==> src/rtl/spi_shift_engine.sv <==
`default_nettype none
// ============================================================================
// Module      : spi_shift_engine
// Description : SPI mode-0 (CPOL=0, CPHA=0) shift engine. Serialises 1-4
//               bytes of a 32-bit word on MOSI/SCLK (byte 0 first, MSB first
//               within each byte) and assembles MISO into a 32-bit read word
//               with a running received-byte fill level.
// Ports       : clk_i, rstn_i                 - clock, async active-low reset
//               enable_i                      - start / continue request
//               spi_write_data_i[31:0]        - transmit word
//               spi_write_data_bytes_valid_i  - bytes to send (1-4)
//               reset_fill_level_i            - clear fill level (IDLE/TAIL)
//               spi_miso_i                    - serial data from slave
//               spi_mosi_o, spi_clk_o         - serial data / SCLK to slave
//               spi_read_data_o[31:0]         - received word
//               spi_read_data_bytes_valid_o   - received-byte fill level 0-4
//               ready_o                       - idle, can accept a start
// Revision    : 1.0 - initial release
// ============================================================================
module spi_shift_engine #(
    parameter int CLK_DIV = 4
) (
    input  logic        clk_i,
    input  logic        rstn_i,
    input  logic        enable_i,
    input  logic [31:0] spi_write_data_i,
    input  logic [2:0]  spi_write_data_bytes_valid_i,
    input  logic        reset_fill_level_i,
    input  logic        spi_miso_i,
    output logic        spi_mosi_o,
    output logic        spi_clk_o,
    output logic [31:0] spi_read_data_o,
    output logic [2:0]  spi_read_data_bytes_valid_o,
    output logic        ready_o
);

    localparam logic [1:0] IDLE     = 2'd0;
    localparam logic [1:0] SHIFT    = 2'd1;
    localparam logic [1:0] TAIL     = 2'd2;
    localparam logic [7:0] DIV_LAST = 8'(CLK_DIV - 1);

    logic [1:0]  state_q,  state_d;
    logic [7:0]  div_q,    div_d;
    logic [2:0]  bit_q,    bit_d;
    logic [1:0]  byte_q,   byte_d;
    logic [2:0]  nbytes_q, nbytes_d;
    logic [31:0] tx_q,     tx_d;
    logic [7:0]  rx_q,     rx_d;
    logic [31:0] rdata_q,  rdata_d;
    logic [2:0]  fill_q,   fill_d;
    logic        sclk_q,   sclk_d;
    logic        mosi_q,   mosi_d;
    logic        ready_q,  ready_d;

    logic start_req;
    logic div_term;
    logic sclk_rise;
    logic sclk_fall;
    logic byte_done;
    logic last_byte;

    assign start_req = enable_i && (spi_write_data_bytes_valid_i != 3'd0)
                                && (spi_write_data_bytes_valid_i <= 3'd4);
    assign div_term  = (div_q == DIV_LAST);
    // SCLK edges are defined by the registered level about to toggle
    assign sclk_rise = (state_q == SHIFT) && div_term && !sclk_q;
    assign sclk_fall = (state_q == SHIFT) && div_term &&  sclk_q;
    assign byte_done = sclk_fall && (bit_q == 3'd7);
    // Enable is only consulted at byte boundaries; a byte always completes
    assign last_byte = (({1'b0, byte_q} + 3'd1) == nbytes_q) || !enable_i;

    // State register (plus datapath flops)
    always_ff @(posedge clk_i or negedge rstn_i) begin
        if (!rstn_i) begin
            state_q  <= IDLE;
            div_q    <= 8'd0;
            bit_q    <= 3'd0;
            byte_q   <= 2'd0;
            nbytes_q <= 3'd0;
            tx_q     <= 32'd0;
            rx_q     <= 8'd0;
            rdata_q  <= 32'd0;
            fill_q   <= 3'd0;
            sclk_q   <= 1'b0;
            mosi_q   <= 1'b0;
            ready_q  <= 1'b1;
        end else begin
            state_q  <= state_d;
            div_q    <= div_d;
            bit_q    <= bit_d;
            byte_q   <= byte_d;
            nbytes_q <= nbytes_d;
            tx_q     <= tx_d;
            rx_q     <= rx_d;
            rdata_q  <= rdata_d;
            fill_q   <= fill_d;
            sclk_q   <= sclk_d;
            mosi_q   <= mosi_d;
            ready_q  <= ready_d;
        end
    end

    // Next-state logic
    always_comb begin
        state_d = state_q;
        case (state_q)
            IDLE:    if (start_req)              state_d = SHIFT;
            SHIFT:   if (byte_done && last_byte) state_d = TAIL;
            TAIL:    if (div_term)               state_d = IDLE;
            default:                             state_d = IDLE;
        endcase
    end

    // Output / datapath logic
    always_comb begin
        div_d    = div_q;
        bit_d    = bit_q;
        byte_d   = byte_q;
        nbytes_d = nbytes_q;
        tx_d     = tx_q;
        rx_d     = rx_q;
        rdata_d  = rdata_q;
        fill_d   = fill_q;
        sclk_d   = sclk_q;
        mosi_d   = mosi_q;
        ready_d  = (state_d == IDLE);

        case (state_q)
            IDLE: begin
                div_d  = 8'd0;
                sclk_d = 1'b0;
                if (start_req) begin
                    tx_d     = spi_write_data_i;
                    nbytes_d = spi_write_data_bytes_valid_i;
                    bit_d    = 3'd0;
                    byte_d   = 2'd0;
                    rx_d     = 8'd0;
                    rdata_d  = 32'd0;
                    fill_d   = 3'd0;
                    mosi_d   = spi_write_data_i[7];
                end else if (reset_fill_level_i) begin
                    fill_d = 3'd0;
                end
            end
            SHIFT: begin
                div_d = div_term ? 8'd0 : div_q + 8'd1;
                if (div_term) sclk_d = !sclk_q;
                if (sclk_rise) rx_d = {rx_q[6:0], spi_miso_i};
                if (sclk_fall) begin
                    if (bit_q == 3'd7) begin
                        for (int k = 0; k < 4; k++) begin
                            if (byte_q == 2'(k)) rdata_d[8*k +: 8] = rx_q;
                        end
                        fill_d = (fill_q == 3'd4) ? 3'd4 : fill_q + 3'd1;
                        if (last_byte) begin
                            mosi_d = 1'b0;
                        end else begin
                            // Next byte moves into the low lane; its MSB goes
                            // out immediately so SCLK runs without a gap
                            byte_d = byte_q + 2'd1;
                            bit_d  = 3'd0;
                            tx_d   = {8'd0, tx_q[31:8]};
                            mosi_d = tx_q[15];
                        end
                    end else begin
                        bit_d      = bit_q + 3'd1;
                        tx_d[7:0]  = {tx_q[6:0], 1'b0};
                        mosi_d     = tx_q[6];
                    end
                end
            end
            TAIL: begin
                div_d  = div_term ? 8'd0 : div_q + 8'd1;
                sclk_d = 1'b0;
                mosi_d = 1'b0;
                if (reset_fill_level_i) fill_d = 3'd0;
            end
            default: begin
                div_d  = 8'd0;
                sclk_d = 1'b0;
                mosi_d = 1'b0;
            end
        endcase
    end

    assign spi_mosi_o                  = mosi_q;
    assign spi_clk_o                   = sclk_q;
    assign spi_read_data_o             = rdata_q;
    assign spi_read_data_bytes_valid_o = fill_q;
    assign ready_o                     = ready_q;

endmodule
`default_nettype wire

==> config.mk <==
export PLATFORM = sky130hd
export DESIGN_NAME = spi_shift_engine
export DESIGN_NICKNAME = d
export VERILOG_FILES = /design/src/rtl/spi_shift_engine.sv
export SDC_FILE = /design/constraint.sdc
export NUM_CORES = 1
export LEC_CHECK = 0
export BUFFER_PORTS_ARGS = -buffer_cell sky130_fd_sc_hd__buf_2
export CAP_MARGIN = 20
export CORE_ASPECT_RATIO = 1.2
export CORE_UTILIZATION = 50
export CTS_CLUSTER_DIAMETER = 100
export DETAILED_ROUTE_END_ITERATION = 8
export MAX_ROUTING_LAYER = met4
export PLACE_DENSITY = 0.74
export SLEW_MARGIN = 20
export SYNTH_ARGS = -nofsm -noshare
export SYNTH_HDL_FRONTEND = slang
export SYNTH_SLANG_ARGS = --single-unit
==> constraint.sdc <==
create_clock -name clk_i -period 2.7 [get_ports clk_i]
set_input_delay 0.27 -clock clk_i [delete_from_list [all_inputs] [get_ports clk_i]]
set_output_delay 0.27 -clock clk_i [all_outputs]
set_load 0.03 [all_outputs]
==> results of run 1 <==
[layer usage]
layer  track usage [%]  up-vias  part of all wire (%)
met1             31.63     1718                    45
met5                 -        -                     0
met3             3.339       26                   3.6
met2             38.88       92                    48
met4             12.02        0                   2.9
li1                  -     1665                     -
[state kept, by name (all words and copies together) (netlist names)]
register,flops
spi_read_data_o,32
tx_q,31
div_q,8
rx_q,8
bit_q,3
nbytes_q,3
spi_read_data_bytes_valid_o,3
byte_q,2
state_q,2
ready_o,1
spi_clk_o,1
spi_mosi_o,1
[critical path: stages, from the launching register on]
cell	delay [ns]
dfrtp_1	0.45
inv_1	0.09
ha_1	0.32
xor2_1	0.21
nor3_1	0.07
a311o_1	0.39
or3_1	0.52
o221a_2	0.29
[final timing paths]
| check | from | end | slack, ns | cells past startpoint |
|---|---|---|---|---|
| worst max-delay path | byte_q[0] | tx_q[6] | 0.24 | 7 |
| worst min-delay path | spi_miso_i | rx_q[0] | 0.13 | 3 |
| worst max register to register | byte_q[0] | tx_q[6] | 0.24 | 7 |
| worst min register to register | spi_read_data_o[19] | spi_read_data_o[19] | 0.50 | 1 |
| max in group asynchronous | rstn_i | ready_o | 1.58 | 3 |
| min in group asynchronous | rstn_i | spi_read_data_bytes_valid_o[1] | 0.42 | 2 |
[layout make-up]
type	count	area (sq um)	share of cell area [%]
Clock buffer	13	148.9	2.827
Clock inverter	3	42.54	0.8078
Inverter	15	56.30	1.069
Multi-Input combinational cell	269	2001	37.99
Sequential cell	95	2379	45.17
Tap cell	117	146.4	2.780
Timing Repair Buffer	89	493.0	9.361
[synthesized netlist by cell type (all sizes together), types with 8 or more instances]
| cell type | n |
|---|---|
| a21oi | 19 |
| o221a | 23 |
| ha | 13 |
| mux2 | 9 |
| and3 | 22 |
| clkbuf | 12 |
| or3 | 28 |
| dfrtp | 94 |
| nand3 | 10 |
| inv | 15 |
| nor2 | 11 |
| o2bb2ai | 8 |
| o21ai | 16 |
| nand2 | 29 |
| a22o | 27 |
| buf | 12 |
[power by group]
group	leakage, nW	switching [mW]	internal, mW
Sequential	1.21	0.260	1.72
Clock	0.0936	0.486	0.454
Combinational	1.19	0.767	0.595
[cells by family after synthesis]
| kind of cell | after synthesis |
|---|---|
| adder cells (fa/ha/maj) | 13 |
| buffers and inverters | 39 |
| AND/OR/NAND/NOR | 115 |
| XOR/XNOR | 9 |
| multiplexers | 9 |
| AO/OA/AOI/OAI | 123 |
| flip-flops | 95 |
==> impl_metrics.env, run 1 <==
export IMPL_hold_class="input pin to flop"
export IMPL_synth_mux_area_share_pct=2.226
export IMPL_power_density_mw_per_mm2=812.6
export IMPL_synthXorXnorAreaFrac_pct=1.732
export IMPL_setup_viol=0
export IMPL_final_util_pct=60.51
export IMPL_grt_pass1_vias=3556
export IMPL_relSlewSlack_pct=63.55
export IMPL_cts_setup_buffers=0
export IMPL_via_count=3501
export IMPL_ir_drop_uv=402.5
export IMPL_fin_ws_ns=0.2418
export IMPL_start_util_pct=52.30
export IMPL_cts_hold_buf=1
export IMPL_syn_avg_cell_area_sq_um=11.29
export IMPL_mostFrequentLayoutCell="dfrtp_1"
export IMPL_start_kind="flop"
export IMPL_hpwl_um=7687
export IMPL_power_leakage_nw=2.498
export IMPL_gp_congestion=0.8806
export IMPL_drcViolationCount=0
export IMPL_row_count=37
export IMPL_synthCells=403
export IMPL_final_cells=601
export IMPL_synth_simple_area_share_pct=14.29
export IMPL_cp_end_kind="flop"
export IMPL_power_mw=4.279
export IMPL_rsz0062_at_grt="false"
export IMPL_place_inst=584
export IMPL_htree_levels=3
export IMPL_synth_area_sq_mm=0.004552
export IMPL_grt_pass1_wl_um=17510
export IMPL_fin_setup_tns_ns=0
export IMPL_syn_to_final_growth_pct=15.70
export IMPL_mostFrequentLayoutCells="dfrtp_1, buf_2, nand2_1, or3_1, o221a_2"
export IMPL_clk_latency_ns=0.37
export IMPL_crit_type="flop to flop"
export IMPL_synthAdderAreaFrac_pct=3.573
export IMPL_synth_cell_types=50
export IMPL_finalMaxSlewViolations=0
export IMPL_drt_initial_drc_count=180
export IMPL_nFillCells=777
export IMPL_fp_dieW_um=89.10
export IMPL_cts_buffer_depth=2
export IMPL_yosys_area_top_type="dfrtp_1"
export IMPL_yosysWarnings=0
export IMPL_hold_viol=0
export IMPL_period_needed_ns=2.458
export IMPL_grt_antenna_before_repair=0
export IMPL_synth_enable_flop_cells=0
export IMPL_antenna_cells=0
export IMPL_routedWlPerCell_um=17.51
export IMPL_tritoncts="built"
export IMPL_drive_above_1_share_pct=33.26
export IMPL_worstMarginPinSlew_ns=0.5468
export IMPL_die_y_um=106.5
export IMPL_status="complete, no violations"
export IMPL_overflow=0
export IMPL_cts_buffers=9
export IMPL_cp_arrival_ns=2.72
export IMPL_fmax_mhz=406.8
export IMPL_synth_top_family_by_area="compound AO/OA/AOI/OAI gates"
export IMPL_die_area_sq_mm=0.009491
export IMPL_fin_crit_sh_pct=91.04
export IMPL_clkSinkCount=95
export IMPL_pin_count=78
export IMPL_core_sq_mm=0.008703
export IMPL_grt_max_degree=55
export IMPL_wirelength_um=10520
export IMPL_ant_nets=0
export IMPL_synth_compound_area_share_pct=22.07
export IMPL_synth_seq_cells=95
export IMPL_stdcell_area_sq_mm=0.005266
export IMPL_firstDrtPassIters=5
export IMPL_async_flop_share_pct=100.0
export IMPL_seq_area_frac_synth_pct=52.25
export IMPL_clkTransAtPathRegs_ns=0.09
export IMPL_viasPerCell=5.825
export IMPL_synth_ff_type="dfrtp_1"
export IMPL_place_ws_ns=0.2575
export IMPL_port_buffers=77
export IMPL_critPathRequiredTime_ns=2.96
export IMPL_place_area_sq_mm=0.005065
export IMPL_skew_ns=0.01336
export IMPL_path_max_fanout=9
export IMPL_final_nets=532
export IMPL_yosys_top_cells_area="dfrtp_1, o221a_2, or3_1"
export IMPL_yosysTopAreaCellShare_pct=51.68
export IMPL_grt_use_total_pct=24.85
export IMPL_syn_nets=456
export IMPL_root_buffer="clkbuf_8"
export IMPL_ctsResizeCount=0
export IMPL_hold_ws_ns=0.1324
export IMPL_maxCapViolCount=0
No activity file was read; power rests on OpenSTA's default activity.
==> inputs of run 2 (changes only) <==
--- a/config.mk
+++ b/config.mk
@@ -12,7 +12,7 @@
 export CTS_CLUSTER_DIAMETER = 100
 export DETAILED_ROUTE_END_ITERATION = 8
 export MAX_ROUTING_LAYER = met4
-export PLACE_DENSITY = 0.74
+export PLACE_DENSITY = 0.77
 export SLEW_MARGIN = 20
 export SYNTH_ARGS = -nofsm -noshare
 export SYNTH_HDL_FRONTEND = slang
==> constraint.sdc (replaced) <==
create_clock -name clk_i -period 2.1 [get_ports clk_i]
set_input_delay 0.21 -clock clk_i [delete_from_list [all_inputs] [get_ports clk_i]]
set_output_delay 0.21 -clock clk_i [all_outputs]
set_load 0.03 [all_outputs]
==> run 2 against run 1 <==
Net effect:
- the run now ends with negative setup slack left
- largest cell class unchanged
- sequential share of layout area decreased by 3.6 points
- final cell count is 5.7% higher
- non-clock buffer count rose by 33
- routed wire length up 6.0%
- die area is the same
- worst setup slack lost 0.24 ns
- worst hold slack got worse by 0.029 ns
- global-route usage increased by 0.74 points
- critical endpoint is now tx_q[19]
- count of clock-buffer cells in the layout is 1 lower
- combinational power is 61% higher
==> impl_metrics.env, run 2 (synthesis gave the netlist of run 1 again) <==
export IMPL_pin_count=78
export IMPL_die_area_sq_mm=0.009491
export IMPL_viasPerCell=5.836
export IMPL_final_nets=566
export IMPL_mostFrequentLayoutCells="dfrtp_1, buf_2, buf_4, nand2_1, or3_1"
export IMPL_gp_congestion=0.8907
export IMPL_root_buffer="clkbuf_8"
export IMPL_fin_setup_tns_ns=-0.001253
export IMPL_final_util_pct=65.73
export IMPL_grt_antenna_before_repair=0
export IMPL_power_leakage_nw=2.685
export IMPL_setup_viol=1
export IMPL_finalMaxSlewViolations=0
export IMPL_fp_dieW_um=89.10
export IMPL_port_buffers=77
export IMPL_ff_latch_area_sq_mm=0.002379
export IMPL_core_sq_mm=0.008703
export IMPL_hold_viol=0
export IMPL_fmax_mhz=475.9
export IMPL_antenna_cells=0
export IMPL_maxCapViolCount=0
export IMPL_place_ws_ns=-0.1081
export IMPL_clk_latency_ns=0.36
export IMPL_via_count=3706
export IMPL_drcViolationCount=0
export IMPL_start_util_pct=52.30
export IMPL_crit_type="flop to flop"
export IMPL_grt_max_degree=45
export IMPL_die_y_um=106.5
export IMPL_clkTransAtPathRegs_ns=0.09
export IMPL_violations="negative setup slack"
export IMPL_mostFrequentLayoutCell="dfrtp_1"
export IMPL_cts_buffer_depth=2
export IMPL_grt_pass1_vias=3642
export IMPL_critPathRequiredTime_ns=2.36
export IMPL_worstMarginPinSlew_ns=0.5975
export IMPL_rsz0062_at_grt="true"
export IMPL_slowest_stage="dfrtp_1"
export IMPL_drive_above_1_share_pct=42.08
export IMPL_multi_input_area_sq_mm=0.002162
export IMPL_power_mw=5.978
export IMPL_hold_class="input pin to flop"
export IMPL_fin_crit_sh_pct=100.1
export IMPL_overflow=0
export IMPL_hpwl_um=7766
export IMPL_htree_levels=3
export IMPL_period_needed_ns=2.101
export IMPL_routedWlPerCell_um=17.57
export IMPL_fin_ws_ns=-0.001253
export IMPL_ant_nets=0
export IMPL_cp_arrival_ns=2.36
export IMPL_status="finished with violations"
export IMPL_clkSinkCount=95
export IMPL_largest_reg_flops=32
export IMPL_grt_pass1_wl_um=17950
export IMPL_cp_end_kind="flop"
export IMPL_skew_ns=0.007953
export IMPL_firstDrtPassIters=4
export IMPL_row_count=37
export IMPL_stdcell_area_sq_mm=0.005720
export IMPL_syn_to_final_growth_pct=25.67
export IMPL_cts_buffers=9
export IMPL_tritoncts="built"
export IMPL_wirelength_um=11160
export IMPL_power_density_mw_per_mm2=1045
export IMPL_crit_chain="inv_2 > ha_4 > xor2_2 > buf_4 > o31ai_4 > o31a_1 > nor2_4 > buf_12 > o221a_2"
export IMPL_start_kind="flop"
export IMPL_grt_use_total_pct=25.59
export IMPL_path_max_fanout=16
export IMPL_place_area_sq_mm=0.005308
export IMPL_drt_initial_drc_count=193
export IMPL_cpPeakStageDelay_ns=0.43
export IMPL_place_inst=611
export IMPL_nFillCells=691
export IMPL_hold_ws_ns=0.1033
export IMPL_ir_drop_uv=655.1
export IMPL_final_cells=635
export IMPL_relSlewSlack_pct=60.17
==> run 2: cell count changes in the layout (fill, tap and decap cells not counted), moves of 3 or more <==
cell,delta
a21o_1,-3
a21o_4,+4
and3_1,-4
and3_2,+4
buf_4,+28
buf_6,+4
ha_1,-6
ha_2,+3
ha_4,+3
o221a_2,-3
o221a_4,+3
==> run 2: worst paths after layout <==
check	to	slack, ns	from	cells after the start
max in group asynchronous	spi_read_data_o[10]	1.04	rstn_i	3
worst min register to register	spi_read_data_o[7]	0.51	spi_read_data_o[7]	1
worst min-delay path	nbytes_q[0]	0.10	spi_write_data_bytes_valid_i[0]	2
worst max register to register	tx_q[19]	-0.001	byte_q[0]	9
worst max-delay path	tx_q[19]	-0.001	byte_q[0]	9
min in group asynchronous	spi_read_data_o[22]	0.39	rstn_i	2
==> run 2: worst max-delay path, delay by kind of cell, from the launching register on <==
kind / cells / cell delay (ns)
AND/OR/NAND/NOR: 1 / 0.07
adder cells (fa/ha/maj): 1 / 0.21
flip-flops: 1 / 0.43
XOR/XNOR: 1 / 0.15
AO/OA/AOI/OAI: 3 / 0.74
buffers and inverters: 3 / 0.40
==> run 2: timing repair <==
action,in CTS,in global routing
buffers inserted,2,4
gates cloned,0,1
hold buffers,1,0
hold endpoints to repair,42,0
pin swaps,2,5
endpoints found under the setup margin,43,73
gates resized for setup,4,29
==> run 2: final cells by class <==
class                      instances  share of cell area (%)
multi-input combinational        270                   37.80
clock inverter                     4                  0.9405
tap                              117                   2.559
inverter                          15                  0.9843
sequential                        95                   41.58
clock buffer                      12                   2.712
timing repair buffer             122                   13.43
==> run 2: layer usage <==
| layer | track usage [%] | up-vias | part of all wire (%) |
|---|---|---|---|
| met5 | - | - | 0 |
| met4 | 10.54 | 0 | 2.0 |
| met3 | 3.106 | 15 | 3.8 |
| met2 | 41.66 | 111 | 51 |
| met1 | 32.11 | 1838 | 43 |
| li1 | - | 1742 | - |
==> run 2: where the power goes <==
group,switching [mW],leakage [nW],internal [mW],total [mW]
Sequential,0.319,1.21,2.21,2.53
Clock,0.642,0.0988,0.618,1.26
Combinational,1.12,1.37,1.07,2.19
==> inputs of run 3 (changes only) <==
--- a/config.mk
+++ b/config.mk
@@ -5,6 +5,7 @@
 export SDC_FILE = /design/constraint.sdc
 export NUM_CORES = 1
 export LEC_CHECK = 0
+export ABC_AREA = 1
 export BUFFER_PORTS_ARGS = -buffer_cell sky130_fd_sc_hd__buf_2
 export CAP_MARGIN = 20
 export CORE_ASPECT_RATIO = 1.2
==> run 3 against run 2 <==
Net effect:
- the run now ends clean
- sequential cell count is the same
- critical path type unchanged
- final area decreased by 2.3%
- count of clock-buffer cells in the layout is 1 lower
==> impl_metrics.env, run 3 <==
export IMPL_hpwl_um=7771
export IMPL_tritoncts="built"
export IMPL_grt_use_total_pct=23.83
export IMPL_firstDrtPassIters=4
export IMPL_synthAdderAreaFrac_pct=3.414
export IMPL_hold_class="input pin to flop"
export IMPL_die_area_sq_mm=0.009925
export IMPL_routedWlPerCell_um=13.20
export IMPL_period_needed_ns=1.945
export IMPL_core_sq_mm=0.009129
export IMPL_grt_pass1_wl_um=18310
export IMPL_power_leakage_nw=3.205
export IMPL_htree_levels=3
export IMPL_seq_area_frac_synth_pct=49.92
export IMPL_async_flop_share_pct=100.0
export IMPL_finalMaxSlewViolations=0
export IMPL_rsz0062_at_grt="false"
export IMPL_syn_to_final_growth_pct=17.25
export IMPL_final_nets=746
export IMPL_hold_viol=0
export IMPL_pin_count=78
export IMPL_via_count=4185
export IMPL_drcViolationCount=0
export IMPL_ant_nets=0
export IMPL_start_util_pct=52.19
export IMPL_cts_buffer_depth=2
export IMPL_hold_ws_ns=0.08083
export IMPL_cp_arrival_ns=2.20
export IMPL_path_max_fanout=23
export IMPL_ys_top_cells_by_count="nand2_1, dfrtp_1, nand3_1"
export IMPL_die_y_um=108.9
export IMPL_clk_latency_ns=0.36
export IMPL_skew_ns=0.01170
export IMPL_fin_crit_sh_pct=92.63
export IMPL_yosysWarnings=0
export IMPL_cp_end_kind="flop"
export IMPL_row_count=38
export IMPL_grt_pass1_vias=3938
export IMPL_synth_enable_flop_cells=0
export IMPL_synthXorXnorAreaFrac_pct=0.5515
export IMPL_synth_mux_area_share_pct=0.2363
export IMPL_fmax_mhz=514.1
export IMPL_viasPerCell=5.116
export IMPL_synthCells=607
export IMPL_worstMarginPinSlew_ns=0.5332
export IMPL_wirelength_um=10800
export IMPL_syn_nets=660
export IMPL_crit_type="flop to flop"
export IMPL_synth_compound_area_share_pct=3.834
export IMPL_grt_max_degree=48
export IMPL_synth_area_sq_mm=0.004765
export IMPL_synth_top_family_by_area="simple AND/OR/NAND/NOR gates"
export IMPL_yosys_top_cells_area="dfrtp_1, nand2_1, nand3_1"
export IMPL_mostFrequentLayoutCell="nand2_1"
export IMPL_relSlewSlack_pct=64.45
export IMPL_start_kind="flop"
export IMPL_clkSinkCount=95
export IMPL_largest_reg_flops=32
export IMPL_antenna_cells=0
export IMPL_drt_initial_drc_count=257
export IMPL_overflow=0
export IMPL_setup_viol=0
export IMPL_critPathRequiredTime_ns=2.36
export IMPL_status="complete, no violations"
export IMPL_cts_buffers=9
export IMPL_gp_congestion=0.8635
export IMPL_yosysTopAreaCellShare_pct=49.37
export IMPL_mostFrequentLayoutCells="nand2_1, nand3_1, dfrtp_1, buf_2, inv_1"
export IMPL_maxCapViolCount=0
export IMPL_synth_seq_cells=95
export IMPL_fp_dieW_um=91.11
export IMPL_grt_antenna_before_repair=0
export IMPL_synth_cell_types=31
export IMPL_syn_avg_cell_area_sq_um=7.849
export IMPL_ir_drop_uv=697.0
export IMPL_synth_simple_area_share_pct=35.40
export IMPL_synth_ff_type="dfrtp_1"
export IMPL_clkTransAtPathRegs_ns=0.09
export IMPL_drive_above_1_share_pct=20.20
export IMPL_fin_setup_tns_ns=0
export IMPL_yosys_area_top_type="dfrtp_1"
export IMPL_root_buffer="clkbuf_8"
export IMPL_synth_most_common_cell="nand2_1"
export IMPL_power_density_mw_per_mm2=1215
export IMPL_port_buffers=77
==> run 3: metal layers <==
layer	routed length, um	global-route usage [%]
met1	4871	30.51
met2	5306	39.66
met3	446	4.184
met4	174	6.009
met5	0	-
==> run 3: logic make-up (layout without fill, tap and decap cells) <==
group / Yosys count / after routing
simple gates: 394 / 394
flops: 95 / 95
buf+inv: 66 / 157
compound gates: 35 / 35
fa+ha+maj: 13 / 13
xor+xnor: 3 / 3
mux: 1 / 1
==> run 3: area by class of cell <==
type                    instances  area, sq um
multi-input cells             446         2103
fillers                       829         3542
clock inverters                 5        33.78
well taps                     120        150.1
flip-flops and latches         95         2379
inverters                      41        153.9
repair buffers                100        625.6
clock buffers                  11        141.4
==> run 3: report_power, final <==
| part | total, mW | leakage (nW) | switching [mW] | internal, mW |
|---|---|---|---|---|
| Combinational | 3.08 | 1.85 | 2.01 | 1.06 |
| Clock | 1.09 | 0.0853 | 0.632 | 0.461 |
| Sequential | 2.62 | 1.27 | 0.302 | 2.32 |
| Total | 6.79 | 3.21 | 2.95 | 3.84 |
==> run 3: per-stage QoR <==
stage	utilization (%)	power [mW]	cell area [sq um]	setup slack (ns)	cells
global route	61.20	7.314	5587	0.002905	818
global placement	58.03	5.415	5298	0.07982	795
floorplan	-	4.831	4765	0.3187	607
finish	61.20	6.789	5587	0.1549	818
CTS	60.09	6.636	5485	0.0002500	812
detailed placement	58.03	5.529	5298	0.008891	795
==> run 3: critical path, stage by stage, from the launching register on <==
cell and delay [ns]:
dfrtp_1 0.40, ha_1 0.24, inv_2 0.05, nor2_1 0.13, nand3_1 0.15, nand2_2 0.15, nand2_2 0.10, nor2_8 0.11
buf_12 0.14, buf_12 0.16, nand2_4 0.09, nand2_1 0.07, nand2_1 0.05
==> run 3: worst paths after layout <==
check | from | end | slack [ns] | cells past startpoint
min in group asynchronous | rstn_i | tx_q[3] | 0.37 | 2
worst max register to register | div_q[0] | spi_read_data_o[14] | 0.15 | 12
worst min register to register | tx_q[21] | tx_q[21] | 0.48 | 2
max in group asynchronous | rstn_i | tx_q[20] | 1.14 | 3
worst max-delay path | div_q[0] | spi_read_data_o[14] | 0.15 | 12
worst min-delay path | spi_write_data_i[26] | tx_q[26] | 0.08 | 3
==> run 3: what timing repair did <==
action	4_1_cts	5_1_grt
setup buffers	0	6
resized for setup	1	7
cloned	0	0
endpoints found under the setup margin	14	74
hold buffers	1	0
pin swaps	1	2
hold endpoints to repair	36	0
